--- src/rtl/dram_arb_pkg.sv ---
// Shared constants for the DRAM read-port arbiter: default DRAM address/data
// widths, requester index assignments and a constant-safe clog2 helper.
package dram_arb_pkg;

    localparam int DRAM_ADDR_W = 25;
    localparam int DRAM_DATA_W = 256;

    // Requester slots on the shared read port.
    localparam int REQ_TRIG = 0;  // trigger readout address generator
    localparam int REQ_HOST = 1;  // host debug / readback

    // Ceiling log2, usable in parameter expressions; clog2(1) = 0.
    function automatic int clog2(input int value);
        int result;
        int v;
        result = 0;
        v      = value - 1;
        while (v > 0) begin
            result = result + 1;
            v      = v >> 1;
        end
        return result;
    endfunction

endpackage

--- src/rtl/arb_tag_fifo.sv ---
// Synchronous tag FIFO holding the requester index of every read in flight.
// Head entry is visible combinationally so a return can be routed in the
// same cycle it pops. Push and pop may occur together when non-empty.
module arb_tag_fifo
    import dram_arb_pkg::*;
#(
    parameter int DEPTH = 16,
    parameter int WIDTH = 1
) (
    input  logic             clk,
    input  logic             rst,
    input  logic             push,
    input  logic [WIDTH-1:0] push_data,
    input  logic             pop,
    output logic [WIDTH-1:0] pop_data,
    output logic             empty,
    output logic             full
);

    localparam int PTR_W = (clog2(DEPTH) < 1) ? 1 : clog2(DEPTH);

    // Pointers carry one extra wrap bit to tell full from empty.
    logic [PTR_W:0]   wr_ptr_q, wr_ptr_d;
    logic [PTR_W:0]   rd_ptr_q, rd_ptr_d;
    logic [WIDTH-1:0] mem [DEPTH];
    logic             do_push;
    logic             do_pop;

    assign empty    = (wr_ptr_q == rd_ptr_q);
    assign full     = (wr_ptr_q[PTR_W] != rd_ptr_q[PTR_W]) &&
                      (wr_ptr_q[PTR_W-1:0] == rd_ptr_q[PTR_W-1:0]);
    assign pop_data = mem[rd_ptr_q[PTR_W-1:0]];

    // Pointer advance; overflow/underflow requests are ignored.
    always_comb begin
        do_push  = push && !full;
        do_pop   = pop && !empty;
        wr_ptr_d = do_push ? wr_ptr_q + 1'b1 : wr_ptr_q;
        rd_ptr_d = do_pop  ? rd_ptr_q + 1'b1 : rd_ptr_q;
    end

    // Pointer registers with synchronous active-low reset.
    always_ff @(posedge clk) begin
        if (!rst) begin
            wr_ptr_q <= '0;
            rd_ptr_q <= '0;
        end else begin
            wr_ptr_q <= wr_ptr_d;
            rd_ptr_q <= rd_ptr_d;
        end
    end

    // Tag storage write port.
    // NOTE: storage is deliberately not reset; the pointers alone define which entries are valid.
    always_ff @(posedge clk) begin
        if (do_push) begin
            mem[wr_ptr_q[PTR_W-1:0]] <= push_data;
        end
    end

endmodule

--- src/rtl/dram_read_arbiter.sv ---
// Round-robin arbiter sharing the single DRAM read port between NUM_REQ
// requesters. Reads are credit-limited to MAX_OUTSTANDING in flight; return
// data comes back in issue order and is routed by a tag FIFO.
// Optional build macro: DRAM_ARB_STATS_EN adds per-requester grant counters.
module dram_read_arbiter
    import dram_arb_pkg::*;
#(
    parameter int NUM_REQ         = 2,
    parameter int ADDR_W          = DRAM_ADDR_W,
    parameter int DATA_W          = DRAM_DATA_W,
    parameter int MAX_OUTSTANDING = 16,
    parameter int STAT_W          = 32
) (
    input  logic                                clk,
    input  logic                                rst,
    input  logic [NUM_REQ-1:0]                  req_valid,
    input  logic [NUM_REQ*ADDR_W-1:0]           req_addr,
    output logic [NUM_REQ-1:0]                  req_ready,
    output logic                                DRAM_Read_Enable,
    output logic [ADDR_W-1:0]                   DRAM_Read_Addr,
    input  logic [DATA_W-1:0]                   DRAM_Read_Data,
    input  logic                                DRAM_Read_Valid,
    output logic [NUM_REQ-1:0]                  rsp_valid,
    output logic [DATA_W-1:0]                   rsp_data,
    output logic [clog2(MAX_OUTSTANDING):0]     outstanding,
    output logic                                orphan_err
`ifdef DRAM_ARB_STATS_EN
    ,
    output logic [NUM_REQ*STAT_W-1:0]           grant_cnt
`endif
);

    localparam int TAG_W = (clog2(NUM_REQ) < 1) ? 1 : clog2(NUM_REQ);
    localparam int CNT_W = clog2(MAX_OUTSTANDING) + 1;
    localparam logic [CNT_W-1:0] MAX_CNT = CNT_W'(MAX_OUTSTANDING);

    logic                 read_en_q,     read_en_d;
    logic [ADDR_W-1:0]    read_addr_q,   read_addr_d;
    logic [TAG_W-1:0]     rr_ptr_q,      rr_ptr_d;
    logic [CNT_W-1:0]     outstanding_q, outstanding_d;
    logic [NUM_REQ-1:0]   rsp_valid_q,   rsp_valid_d;
    logic [DATA_W-1:0]    rsp_data_q,    rsp_data_d;
    logic                 orphan_q,      orphan_d;
`ifdef DRAM_ARB_STATS_EN
    logic [NUM_REQ*STAT_W-1:0] grant_cnt_q, grant_cnt_d;
`endif

    logic                 grant_any;
    logic [TAG_W-1:0]     grant_idx;
    logic                 pop_ok;
    logic [TAG_W-1:0]     head_tag;
    logic                 fifo_empty;
    logic                 fifo_full;

    // Round-robin pick: lowest valid index at or after rr_ptr, wrapping.
    // outstanding_q already includes every earlier grant, and a return in this
    // cycle is deliberately not credited until the next cycle.
    // NOTE: every combinational output gets a default first so no latch is inferred on any path.
    always_comb begin
        int idx;
        grant_any = 1'b0;
        grant_idx = '0;
        idx       = 0;
        if (rst && (outstanding_q < MAX_CNT) && !fifo_full) begin
            for (int k = 0; k < NUM_REQ; k++) begin
                idx = int'(rr_ptr_q) + k;
                if (idx >= NUM_REQ) begin
                    idx = idx - NUM_REQ;
                end
                if (!grant_any && req_valid[idx]) begin
                    grant_any = 1'b1;
                    grant_idx = TAG_W'(idx);
                end
            end
        end
    end

    // One-hot grant to the selected requester.
    always_comb begin
        req_ready = '0;
        if (grant_any) begin
            req_ready[grant_idx] = 1'b1;
        end
    end

    arb_tag_fifo #(
        .DEPTH (MAX_OUTSTANDING),
        .WIDTH (TAG_W)
    ) u_tag_fifo (
        .clk       (clk),
        .rst       (rst),
        .push      (grant_any),
        .push_data (grant_idx),
        .pop       (DRAM_Read_Valid),
        .pop_data  (head_tag),
        .empty     (fifo_empty),
        .full      (fifo_full)
    );

    // Next-state for issue strobe, credit counter, response demux and orphan flag.
    always_comb begin
        pop_ok      = DRAM_Read_Valid && !fifo_empty;
        read_en_d   = grant_any;
        read_addr_d = grant_any ? req_addr[int'(grant_idx)*ADDR_W +: ADDR_W] : read_addr_q;

        rr_ptr_d = rr_ptr_q;
        if (grant_any) begin
            rr_ptr_d = (int'(grant_idx) == NUM_REQ - 1) ? '0 : grant_idx + 1'b1;
        end

        case ({grant_any, pop_ok})
            2'b10:   outstanding_d = outstanding_q + 1'b1;
            2'b01:   outstanding_d = outstanding_q - 1'b1;
            default: outstanding_d = outstanding_q;
        endcase

        rsp_valid_d = '0;
        if (pop_ok) begin
            rsp_valid_d[head_tag] = 1'b1;
        end
        rsp_data_d = pop_ok ? DRAM_Read_Data : rsp_data_q;

        orphan_d = orphan_q || (DRAM_Read_Valid && fifo_empty);

`ifdef DRAM_ARB_STATS_EN
        grant_cnt_d = grant_cnt_q;
        if (grant_any) begin
            grant_cnt_d[int'(grant_idx)*STAT_W +: STAT_W] =
                grant_cnt_q[int'(grant_idx)*STAT_W +: STAT_W] + 1'b1;
        end
`endif
    end

    // State registers with synchronous active-low reset.
    // NOTE: registers take non-blocking assignments so every flop samples pre-edge values.
    always_ff @(posedge clk) begin
        if (!rst) begin
            read_en_q     <= 1'b0;
            read_addr_q   <= '0;
            rr_ptr_q      <= TAG_W'(REQ_TRIG);
            outstanding_q <= '0;
            rsp_valid_q   <= '0;
            rsp_data_q    <= '0;
            orphan_q      <= 1'b0;
`ifdef DRAM_ARB_STATS_EN
            grant_cnt_q   <= '0;
`endif
        end else begin
            read_en_q     <= read_en_d;
            read_addr_q   <= read_addr_d;
            rr_ptr_q      <= rr_ptr_d;
            outstanding_q <= outstanding_d;
            rsp_valid_q   <= rsp_valid_d;
            rsp_data_q    <= rsp_data_d;
            orphan_q      <= orphan_d;
`ifdef DRAM_ARB_STATS_EN
            grant_cnt_q   <= grant_cnt_d;
`endif
        end
    end

    assign DRAM_Read_Enable = read_en_q;
    assign DRAM_Read_Addr   = read_addr_q;
    assign rsp_valid        = rsp_valid_q;
    assign rsp_data         = rsp_data_q;
    assign outstanding      = outstanding_q;
    assign orphan_err       = orphan_q;
`ifdef DRAM_ARB_STATS_EN
    assign grant_cnt        = grant_cnt_q;
`endif

endmodule

--- config.mk ---
export PLATFORM = sky130hd
export DESIGN_NAME = dram_read_arbiter
export DESIGN_NICKNAME = d
export VERILOG_FILES = /design/src/rtl/dram_arb_pkg.sv /design/src/rtl/arb_tag_fifo.sv /design/src/rtl/dram_read_arbiter.sv
export SDC_FILE = /design/constraint.sdc
export NUM_CORES = 1
export LEC_CHECK = 0
export BUFFER_PORTS_ARGS = -buffer_cell sky130_fd_sc_hd__buf_2
export CAP_MARGIN = 30
export CORE_AREA = 2 2 232 234
export CTS_CLUSTER_DIAMETER = 80
export DETAILED_ROUTE_END_ITERATION = 6
export DIE_AREA = 0 0 234 236
export PLACE_DENSITY_LB_ADDON = 0.12
export SLEW_MARGIN = 0
export SYNTH_ARGS = -nofsm -noshare
export SYNTH_HDL_FRONTEND = slang
export SYNTH_HIERARCHICAL = 1
export SYNTH_SLANG_ARGS = --single-unit
--- constraint.sdc ---
create_clock -name clk -period 3.4 [get_ports clk]
set_clock_uncertainty 0.1 [all_clocks]
set_input_delay 0.34 -clock clk [delete_from_list [all_inputs] [get_ports clk]]
set_output_delay 0.34 -clock clk [all_outputs]
set_load 0.01 [all_outputs]
==> impl_metrics.env <==
export IMPL_synth_top_family_by_area="simple AND/OR/NAND/NOR gates"
export IMPL_grt_use_total=0.158
export IMPL_cts_root_buf="clkbuf_16"
export IMPL_numCtsBuffers=42
export IMPL_dp_cells=2623
export IMPL_hold_viol_final=0
export IMPL_max_freq_mhz=334
export IMPL_drt_iter0_markers=447
export IMPL_cts_buffer_depth=3
export IMPL_use_met1=0.178
export IMPL_fp_dieW_um=234
export IMPL_clk_latency_ns=0.55
export IMPL_syn_area_per_cell_sq_um=8.44
export IMPL_die_area_sq_um=55200
export IMPL_grt_max_degree=175
export IMPL_finalWirelength_um=46100
export IMPL_ir_drop_mv=0.462
export IMPL_grtUsageMet3=0.0480
export IMPL_ys_types=49
export IMPL_p_total_mw=12.4
export IMPL_seq_area_frac_synth=0.554
export IMPL_worstPathBufferInverterCount=0
export IMPL_critical_path_top_delay_family="compound AO/OA/AOI/OAI gates"
export IMPL_yosys_area_top_type_share=0.513
export IMPL_synth_nets=1728
export IMPL_required_ns=3.78
export IMPL_post_place_ws_ns=0.252
export IMPL_vias=12556
export IMPL_critPathMaxFanout=6
export IMPL_area_growth_synth_to_final_pct=64.0
export IMPL_clkTransAtPathRegs_ns=0.05
export IMPL_final_setup_tns_ns=0
export IMPL_slowest_stage="dfxtp_1"
export IMPL_antenna_found_initial=1
export IMPL_setup_violations_final=0
export IMPL_grt_first_pass_wirelength_um=69100
export IMPL_die_h_um=236
export IMPL_path_cells="xor2_1, nor4_4, and2_1, nor3b_2, o21ai_1, ha_1, xor2_1, ha_1, a22oi_1, nor3b_1, o311ai_1, mux2i_1"
export IMPL_period_needed_ns=3.00
export IMPL_clock_sinks=321
export IMPL_cts_tree="yes"
export IMPL_tightest_slew_ns=0.965
export IMPL_final_max_slew_viol_count=0
export IMPL_critPathLaunchType="flip-flop"
export IMPL_worst_setup_path_end_kind="flip-flop"
export IMPL_leakage_nw=8.70
export IMPL_layout_cells_non_filler=2960
export IMPL_synth_area_leaders="dfxtp_1, nand2_1, a21oi_1"
export IMPL_synthAdderAreaFrac=0.00842
export IMPL_ys_ff_latch=321
export IMPL_critical_path_max_stage_delay_ns=0.44
export IMPL_ios=603
export IMPL_h_tree_depth=2
export IMPL_fin_ws_ns=0.404
export IMPL_gr_max_usage_layer="met2"
export IMPL_via_per_inst=4.24
export IMPL_pwr_density_cell_nw_per_um2=634
export IMPL_cap_violations=0
export IMPL_io_buffers=602
export IMPL_period_share=0.881
export IMPL_ant_nets=0
export IMPL_drive_gt1_frac=0.309
export IMPL_rsz0062_at_grt="false"
export IMPL_path_class="flip-flop to flip-flop"
export IMPL_dr_pass1_iters=5
export IMPL_nets=2550
export IMPL_synth_area_sq_um=11900
export IMPL_synth_edf_count=16
export IMPL_gp_congestion=0.789
export IMPL_synthFlopType="dfxtp_1"
export IMPL_start_util=0.224
export IMPL_coreArea_sq_um=53100
export IMPL_grt_pass1_vias=12467
export IMPL_nFillCells=5648
export IMPL_overflow=0
export IMPL_yosys_warnings=6
export IMPL_post_cts_buffers=0
export IMPL_use_met2=0.276
export IMPL_synth_top_area_cell="dfxtp_1"
export IMPL_synth_compound_area_share=0.138
export IMPL_dpl_hpwl_um=32000
export IMPL_yosys_mux_area_fraction=0.0444
export IMPL_hold_slack_ns=0.0396
export IMPL_cp_arrival_ns=3.37
export IMPL_slew_headroom=0.357
export IMPL_status="finished clean"
export IMPL_drc=0
export IMPL_routedWlPerCell_um=15.6
export IMPL_min_path_type="primary input to flip-flop"
export IMPL_rows=85
export IMPL_synthCells=1409
export IMPL_synthSimpleGateAreaFrac=0.206
export IMPL_synth_xor_area_share=0.00726
export IMPL_ys_async_sr_fraction=0
Yosys cell counts, types with 3 or more instances:
cell type and instances:
edfxtp_1 16, nand4_1 5, mux4_1 4, a21oi_1 262
ha_1 8, buf_2 5, nor2_1 31, and4b_1 4
xor2_1 7, clkbuf_1 86, buf_1 7, buf_12 3
and3_1 8, a21oi_2 4, nand2b_1 7, nand2_1 527
nand3_1 3, o211ai_1 3, nor3_1 4, o21ai_0 4
and4_1 3, a211oi_1 25, mux2i_1 40, inv_1 6
dfxtp_1 305
final timing paths:
path,from,endpoint,slack [ns],cells past startpoint
hold reg to reg,rsp_data[172],rsp_data[172],0.35,2
setup / recovery,u_tag_fifo/wr_ptr_q[0],outstanding[4],0.40,12
setup reg to reg,u_tag_fifo/wr_ptr_q[0],outstanding[4],0.40,12
hold / removal,req_addr[21],DRAM_Read_Addr[21],0.04,3
worst register-to-register path, cell delays in order (launching register included):
cell,delay (ns)
dfxtp_1,0.44
xor2_1,0.26
nor4_4,0.10
and2_1,0.20
nor3b_2,0.20
o21ai_1,0.20
ha_1,0.27
xor2_1,0.15
ha_1,0.24
a22oi_1,0.18
nor3b_1,0.08
o311ai_1,0.30
mux2i_1,0.22
repair_timing:
| item | CTS | global route |
|---|---|---|
| endpoints found under the hold margin | 260 | 0 |
| hold buffers | 260 | 0 |
| endpoints found under the setup margin | 0 | 2 |
| resized for setup | 0 | 2 |
where the power goes:
part / internal [mW] / switching (mW) / leakage, nW
Combinational: 1.33 / 2.04 / 5.41
Sequential: 4.39 / 0.321 / 2.64
Clock: 2.57 / 1.71 / 0.659
layer usage:
layer,vias to the layer above,wire length [um]
met2,407,22100
met5,-,8
met4,2,1600
met3,90,3580
met1,5761,18900
li1,6296,-
cell type report:
class,instances,area [sq um],share of cell area
Inverter,9,48.8,0.00250
Clock inverter,11,70.1,0.00359
Antenna cell,1,2.50,0.000128
Sequential cell,321,6590,0.338
Clock buffer,65,1270,0.0651
Timing Repair Buffer,882,5830,0.299
Multi-Input combinational cell,975,4830,0.247
Tap cell,696,871,0.0447
state kept, by name, indices dropped and copies added, names as in the netlist, named ones only:
register,flops
DRAM_Read_Addr,25
DRAM_Read_Enable,1
orphan_err,1
outstanding,5
rr_ptr_q,1
rsp_data,256
rsp_valid,2
u_tag_fifo/mem,16
u_tag_fifo/rd_ptr_q,5
u_tag_fifo/wr_ptr_q,5
cells in the final DEF, fill, tap and decap left out, drive strengths merged, types with 2 or more instances in the layout:
cell	netlist	routed
clkbuf	86	65
buf	18	622
nand2b	7	7
or2b	2	2
nor3b	3	3
inv	7	12
o21ai	4	4
dlygate4sd3	0	260
xor2	8	8
and3	11	11
nor2b	2	2
nand4	5	5
o211ai	3	3
and4b	4	4
and4	3	3
nor2	31	31
ha	8	8
dfxtp	305	305
mux2i	40	40
nor3	4	4
nand3	3	3
and2	2	2
mux4	5	5
edfxtp	16	16
a211o	2	2
nand2	527	527
a21oi	266	266
clkinv	2	7
a211oi	25	25
metrics by stage:
step,util,area [sq um]
detailed placement,0.293,15500
floorplan,-,11900
CTS,0.367,19500
global placement,0.293,15500
finish,0.367,19500
global route,0.367,19500
cell families (layout without fill, tap and decap cells):
kind of cell / Yosys count / after routing
simple gates: 608 / 608
flops: 321 / 321
compound gates: 305 / 305
buf+inv: 113 / 967
mux: 45 / 45
xor+xnor: 9 / 9
fa+ha+maj: 8 / 8
other cells: 0 / 1
Power figures use the tool's default switching activity.
